--- config.mk ---
export PLATFORM = sky130hd
export DESIGN_NAME = irq_latch4
export DESIGN_NICKNAME = d
export VERILOG_FILES = /design/src/rtl/irq_latch4.sv
export SDC_FILE = /design/constraint.sdc
export NUM_CORES = 1
export LEC_CHECK = 0
export BUFFER_PORTS_ARGS = -buffer_cell sky130_fd_sc_hd__buf_4
export CAP_MARGIN = 5
export CORE_MARGIN = 4
export CORE_UTILIZATION = 47
export CTS_CLUSTER_SIZE = 8
export DETAILED_ROUTE_END_ITERATION = 10
export GPL_TIMING_DRIVEN = 0
export PLACE_DENSITY_LB_ADDON = 0.1
export SYNTH_ARGS = -nofsm -noshare
export SYNTH_HDL_FRONTEND = slang
export SYNTH_SLANG_ARGS = --single-unit
--- constraint.sdc ---
create_clock -name clk -period 1.63 [get_ports clk]
set_input_delay 0.326 -clock clk [delete_from_list [all_inputs] [get_ports clk]]
set_output_delay 0.326 -clock clk [all_outputs]
set_load 0.01 [all_outputs]
--- src/rtl/irq_latch4.sv ---
// irq_latch4 -- four-source interrupt latch with edge capture, mask and overflow.
//
// Each asynchronous request line is synchronized, its rising edge is detected
// against a history flop, and the edge sets a sticky pending bit. A consumer
// clears one pending bit per ack. An edge arriving on a source that is already
// pending (and not being acked that cycle) sets a sticky overflow flag.
//
// Ports
//   clk      single clock, rising edge
//   rst_n    asynchronous active-low reset
//   req      [3:0] asynchronous request lines, bit n = source n
//   mask_we  mask write strobe
//   mask_in  [3:0] new mask value, 1 = source enabled
//   ack      acknowledge strobe
//   ack_idx  [1:0] pending bit cleared on ack
//   ovf_clr  clears all overflow flags
//   i0..i3   masked pending lines (feed a 4-to-2 priority encoder)
//   pend     [3:0] raw pending register
//   ovf      [3:0] sticky overflow flags
//   irq      OR of i0..i3
//
// SYNC_STAGES: synchronizer depth per request line, legal range 2..4.

module irq_latch4 #(
  parameter int SYNC_STAGES = 2
) (
  input  logic       clk,
  input  logic       rst_n,
  input  logic [3:0] req,
  input  logic       mask_we,
  input  logic [3:0] mask_in,
  input  logic       ack,
  input  logic [1:0] ack_idx,
  input  logic       ovf_clr,
  output logic       i0,
  output logic       i1,
  output logic       i2,
  output logic       i3,
  output logic [3:0] pend,
  output logic [3:0] ovf,
  output logic       irq
);

  logic [SYNC_STAGES-1:0][3:0] sync_q;
  logic [3:0]                  hist_q;
  logic [3:0]                  mask_q;
  logic [3:0]                  rise;
  logic [3:0]                  ack_clr;
  logic [3:0]                  pend_d;
  logic [3:0]                  ovf_d;
  logic [3:0]                  masked;

  // Stage 0 samples req; the last stage is the synchronized value.
  always_ff @(posedge clk or negedge rst_n) begin
    if (!rst_n) begin
      sync_q <= '0;
      hist_q <= '0;
    end else begin
      sync_q <= {sync_q[SYNC_STAGES-2:0], req};
      hist_q <= sync_q[SYNC_STAGES-1];
    end
  end

  always_comb begin
    rise    = sync_q[SYNC_STAGES-1] & ~hist_q;
    ack_clr = ack ? (4'b0001 << ack_idx) : 4'b0000;
    // A new edge wins over an ack of the same bit, and is not an overflow
    // because the old pending event is being consumed on this edge.
    pend_d  = (pend & ~ack_clr) | rise;
    ovf_d   = (ovf & ~{4{ovf_clr}}) | (rise & pend & ~ack_clr);
  end

  always_ff @(posedge clk or negedge rst_n) begin
    if (!rst_n) begin
      pend   <= '0;
      ovf    <= '0;
      mask_q <= 4'b1111;
    end else begin
      pend <= pend_d;
      ovf  <= ovf_d;
      if (mask_we) begin
        mask_q <= mask_in;
      end
    end
  end

  assign masked = pend & mask_q;
  assign i0     = masked[0];
  assign i1     = masked[1];
  assign i2     = masked[2];
  assign i3     = masked[3];
  assign irq    = |masked;

endmodule

# Yosys cells after proc, flatten, opt, wreduce, memory -nomap -nowiden

Cells that the tools add are included.

Logic and storage cells: 20
Bits of input ports: 15
Flip-flop bits (word level): 24
Output and inout port bits: 13

Shifts and indexed selects: 1
Reductions and logical operators: 1
Mux-type cells: 1
Bitwise gates (word level): 11

Operator list:

| kind                                                               | count |
|---|---|
| 4-bit bitwise AND                                                  | 6 |
| 4-bit inverter                                                     | 3 |
| 4-bit bitwise OR                                                   | 2 |
| 4-bit 2-to-1 mux                                                   | 1 |
| 4-bit OR reduction                                                 | 1 |
| 1-bit by 2-bit left shift with 4-bit output (first input constant) | 1 |

# Depth between registers and ports, before layout

Depth after elaboration: 5
Depth in mapped cells: 2

# Least setup slack after synthesis

OpenSTA, ideal clock, no wires.

Path type: reg2out
Start: reg pend[1]
End: out irq
Setup slack: 0.167 ns
Cell stages (with the launch flop): 3
Data required time: 1.304 ns
Data arrival time: 1.137 ns
Cell sequence: dfrtp_1 -> and2_1 -> or4_4

Cells in the longest elaborated chain, start to end: 2

Ends and longest elaborated chain:

| what                   | line | source |
|---|---|---|
| start, declared        | 39   | `output logic [3:0] pend,` |
| start signal, assigned | 79   | `pend <= pend_d;` |
| 4-bit bitwise AND      | 87   | `assign masked = pend & mask_q;` |
| named net i1           | 36   | `output logic i1,` |
| 4-bit OR reduction     | 92   | `assign irq = \|masked;` |
| end, declared          | 41   | `output logic irq` |

The timed path passes the listed nets, and every way through them passes these cells.

# Final worst setup path

Start: reg mask_q[1]
End: out irq

Cells in the longest elaborated chain, start to end: 2

Ends and longest elaborated chain:

| what                   | line | source |
|---|---|---|
| start, declared        | 46   | `logic [3:0] mask_q;` |
| start signal, assigned | 82   | `mask_q <= mask_in;` |
| 4-bit bitwise AND      | 87   |  |
| 4-bit OR reduction     | 92   |  |

No other way between the ends.

==> out/results.tsv <==
stage	metric	value	unit
die	Core Rows	14	
yosys	Synth area leaders	dfrtp_1, dfstp_2, mux2_2	
yosys	Distinct cells, synth	13	
critical_path	startpoint types	register	
finish	Antenna diodes	0	
timing	Fin Clk Skew	0.00204	ns
critical_path	reg2reg end	ovf[1]$_DFF_PN0_	
cts	clock root buffer	clkbuf_4	
cts	Num CTS Buffers	3	
timing	Min Clock Period, post-route	1.80	ns
critical_path	worst-path fanout max	2	
finish	Area Growth Syn to Fin	34.3	%
timing	final worst hold slack	0.131	ns
run_status	status	complete, but fails checks	
yosys	Synth top cells by count	dfrtp_1, inv_1	
yosys	area of the mapped netlist	836	µm²
placement	PortBufs	27	
drt	wirelength, routed	1310	µm
timing	final hold violation count	0	
timing	Max-Slew Margin vs Limit	79.6	%
flow_run	max cap viols	0	
die	CORE AREA	0.00159	mm²
drt	mean routed wirelength per cell	11.4	µm
min_path	Cells on Worst Hold Path	1	
timing	Slew Viols, Final	0	
drt	initial drt markers	1	
power	power per cell area	983	mW/mm²
finish	fin util	70.4	%
critical_path	flop2flop setup slack	0.64	ns
critical_path	cell count of the worst reg-to-reg path	3	
finish	Final nets	107	
critical_path	Setup CP Type	register to output pin	
yosys	Main synth FF type	dfrtp_1	
yosys	Post-synth EDFFs	0	
die	Die Ht	50.2	µm
critical_path	Worst Setup End Kind	output pin	
timing	slew at the pin closest to its max-slew limit	0.302	ns
yosys	post-synth top area cell	dfrtp_1	
timing	final setup TNS	-0.172	ns
critical_path	critical path arrival	1.48	ns
power	P_leak	0.557	nW
drt	drt pass-1 iters	2	
finish	share of cells above drive strength 1	47.8	%
yosys	FFs w/ async S/R, synth	100	%
finish	post-route insts no fill	114	
timing	fmax	555	MHz
global_routing	pin count of the biggest net entering global routing	25	
global_routing	total track usage	11.5	%
critical_path	Req. time, crit path	1.30	ns
cts	H-tree Lvls	1	
finish	Multi-input gate area	203	µm²
cts	CTS tree	done	
yosys	most frequent cell after synthesis	dfrtp_1	
timing	period utilisation layout	111	%
placement	DPL Wire Length	1030	µm
drt	final antenna-violating net count	0	
die	die area	0.00252	mm²
critical_path	crit path capture	irq	
global_routing	first-pass GRT wire length	2210	µm
finish	fillcell total	116	
finish	register area	606	µm²
yosys	YS warnings	0	
yosys	Mapped Nets	72	
cts	Worst-path clk slew	0.11	ns
yosys	synthesis-stage register bit count	24	
die	I/O pins	28	
cts	CTS Buffer Depth	2	
drt	# DRC	0	
die	initial core utilization	52.4	%
timing	Setup Viol. Count Final	1	
global_routing	initial antenna violation count	0	
critical_path	Critical Path Start	mask_q[1]$_DFFE_PN1P_	
yosys	syn avg cell area	14.7	µm²
yosys	proportion of synthesized chip area in sequential cells	72.5	%
die	DIE WIDTH	50.2	µm
cts	clk_lat worst skew	0.29	ns
run_status	failing checks	setup timing	
min_path	HP Class	input pin to register	
global_routing	number of global-route vias before repair	562	
cts	CTS Sinks	24	
drt	routed vias	547	
timing	crit path setup slack, layout	-0.172	ns
placement	Place WS	0.0915	ns
placement	GPL Wtd Cong	0.662	
yosys	Synth Instances	57	
drt	vias per inst	4.80	
critical_path	r2r startpoint	pend[1]$_DFF_PN0_	
power	maximum VDD drop	0.810	mV
placement	placed cell count	108	
global_routing	GR Overflow Total	0	
yosys	share of the synthesized area in the top cell type	59.9	%
timing	RSZ-0062 raised after global routing	true	
-- cells by family (layout without fill, tap and decap cells) --
| group | after synthesis | count (layout) | share of synthesized area, % |
|---|---|---|---|
| flip-flops | 24 | 24 | 72.5 |
| AO/OA/AOI/OAI | 8 | 8 | 7.18 |
| multiplexers | 4 | 4 | 5.39 |
| AND/OR/NAND/NOR | 13 | 13 | 11.4 |
| buffers and inverters | 8 | 41 | 3.59 |
-- sequential cells by signal, summed over array words and instances (netlist names) --
register / flops
mask_q: 4
pend: 4
hist_q: 4
ovf: 4
sync_q: 8
-- where the power goes --
part	switching [mW]	total, mW	leakage, nW	internal [mW]
combinational	0.0822	0.200	0.270	0.118
clock	0.144	0.230	0.0138	0.0859
sequential	0.0234	0.673	0.274	0.649
-- how the worst min path moves through the flow --
stage / startpoint / to / slack [ns]
after CTS: req[2] / sync_q[2]$_DFF_PN0_ / 0.12
after detailed placement: rst_n / sync_q[6]$_DFF_PN0_ / 0.23
final: req[2] / sync_q[2]$_DFF_PN0_ / 0.13
after floorplan: rst_n / hist_q[0]$_DFF_PN0_ / 0.03
after global placement: rst_n / ovf[2]$_DFF_PN0_ / 0.23
after global routing: req[1] / sync_q[1]$_DFF_PN0_ / 0.11
-- layout by cell type, fill, tap and decap left out --
| cell type | instances |
|---|---|
| or4_4 | 1 |
| and2_1 | 2 |
| mux2_2 | 4 |
| buf_4 | 28 |
| and3_1 | 1 |
| o22ai_1 | 4 |
| nand2b_1 | 4 |
| o41ai_1 | 4 |
| and3b_1 | 2 |
| buf_6 | 1 |
| clkbuf_4 | 3 |
| inv_1 | 8 |
| nor3b_1 | 1 |
| and2_4 | 2 |
| dfrtp_1 | 20 |
| dlygate4sd3_1 | 1 |
| dfstp_2 | 4 |
-- per-layer routing --
metal | global-route usage [%] | vias to the layer above | routed length, µm
met1 | 13.4 | 261 | 532
li1 | - | 267 | -
met3 | 2.07 | 0 | 120
met2 | 20.9 | 19 | 652
met4 | 4.15 | 0 | 0
met5 | 0 | - | 0
-- metrics by stage --
stage               instance area [µm²]  power (mW)
detailed placement                 1070       0.873
global route                       1120        1.17
global placement                   1070       0.868
floorplan                           836       0.761
CTS                                1120        1.12
finish                             1120        1.10
-- worst max-delay path: stages, from the launching register on --
cell	delay [ns]
dfstp_2	0.39
and2_4	0.15
or4_4	0.52
buf_6	0.13
-- layout make-up --
type | count | share of cell area, %
Clock buffer | 3 | 2.01
Tap cell | 24 | 2.68
Timing Repair Buffer | 30 | 20.6
Sequential cell | 24 | 54.0
Multi-Input combinational cell | 25 | 18.1
Inverter | 8 | 2.68
-- timing repair --
item / in CTS / in global routing
endpoints found under the hold margin: 20 / 0
resized for setup: 2 / 0
pin swaps: 3 / 0
endpoints found under the setup margin: 1 / 1
buffers inserted: 2 / 0
hold buffers: 1 / 0
(Power assumes the default switching activity.)
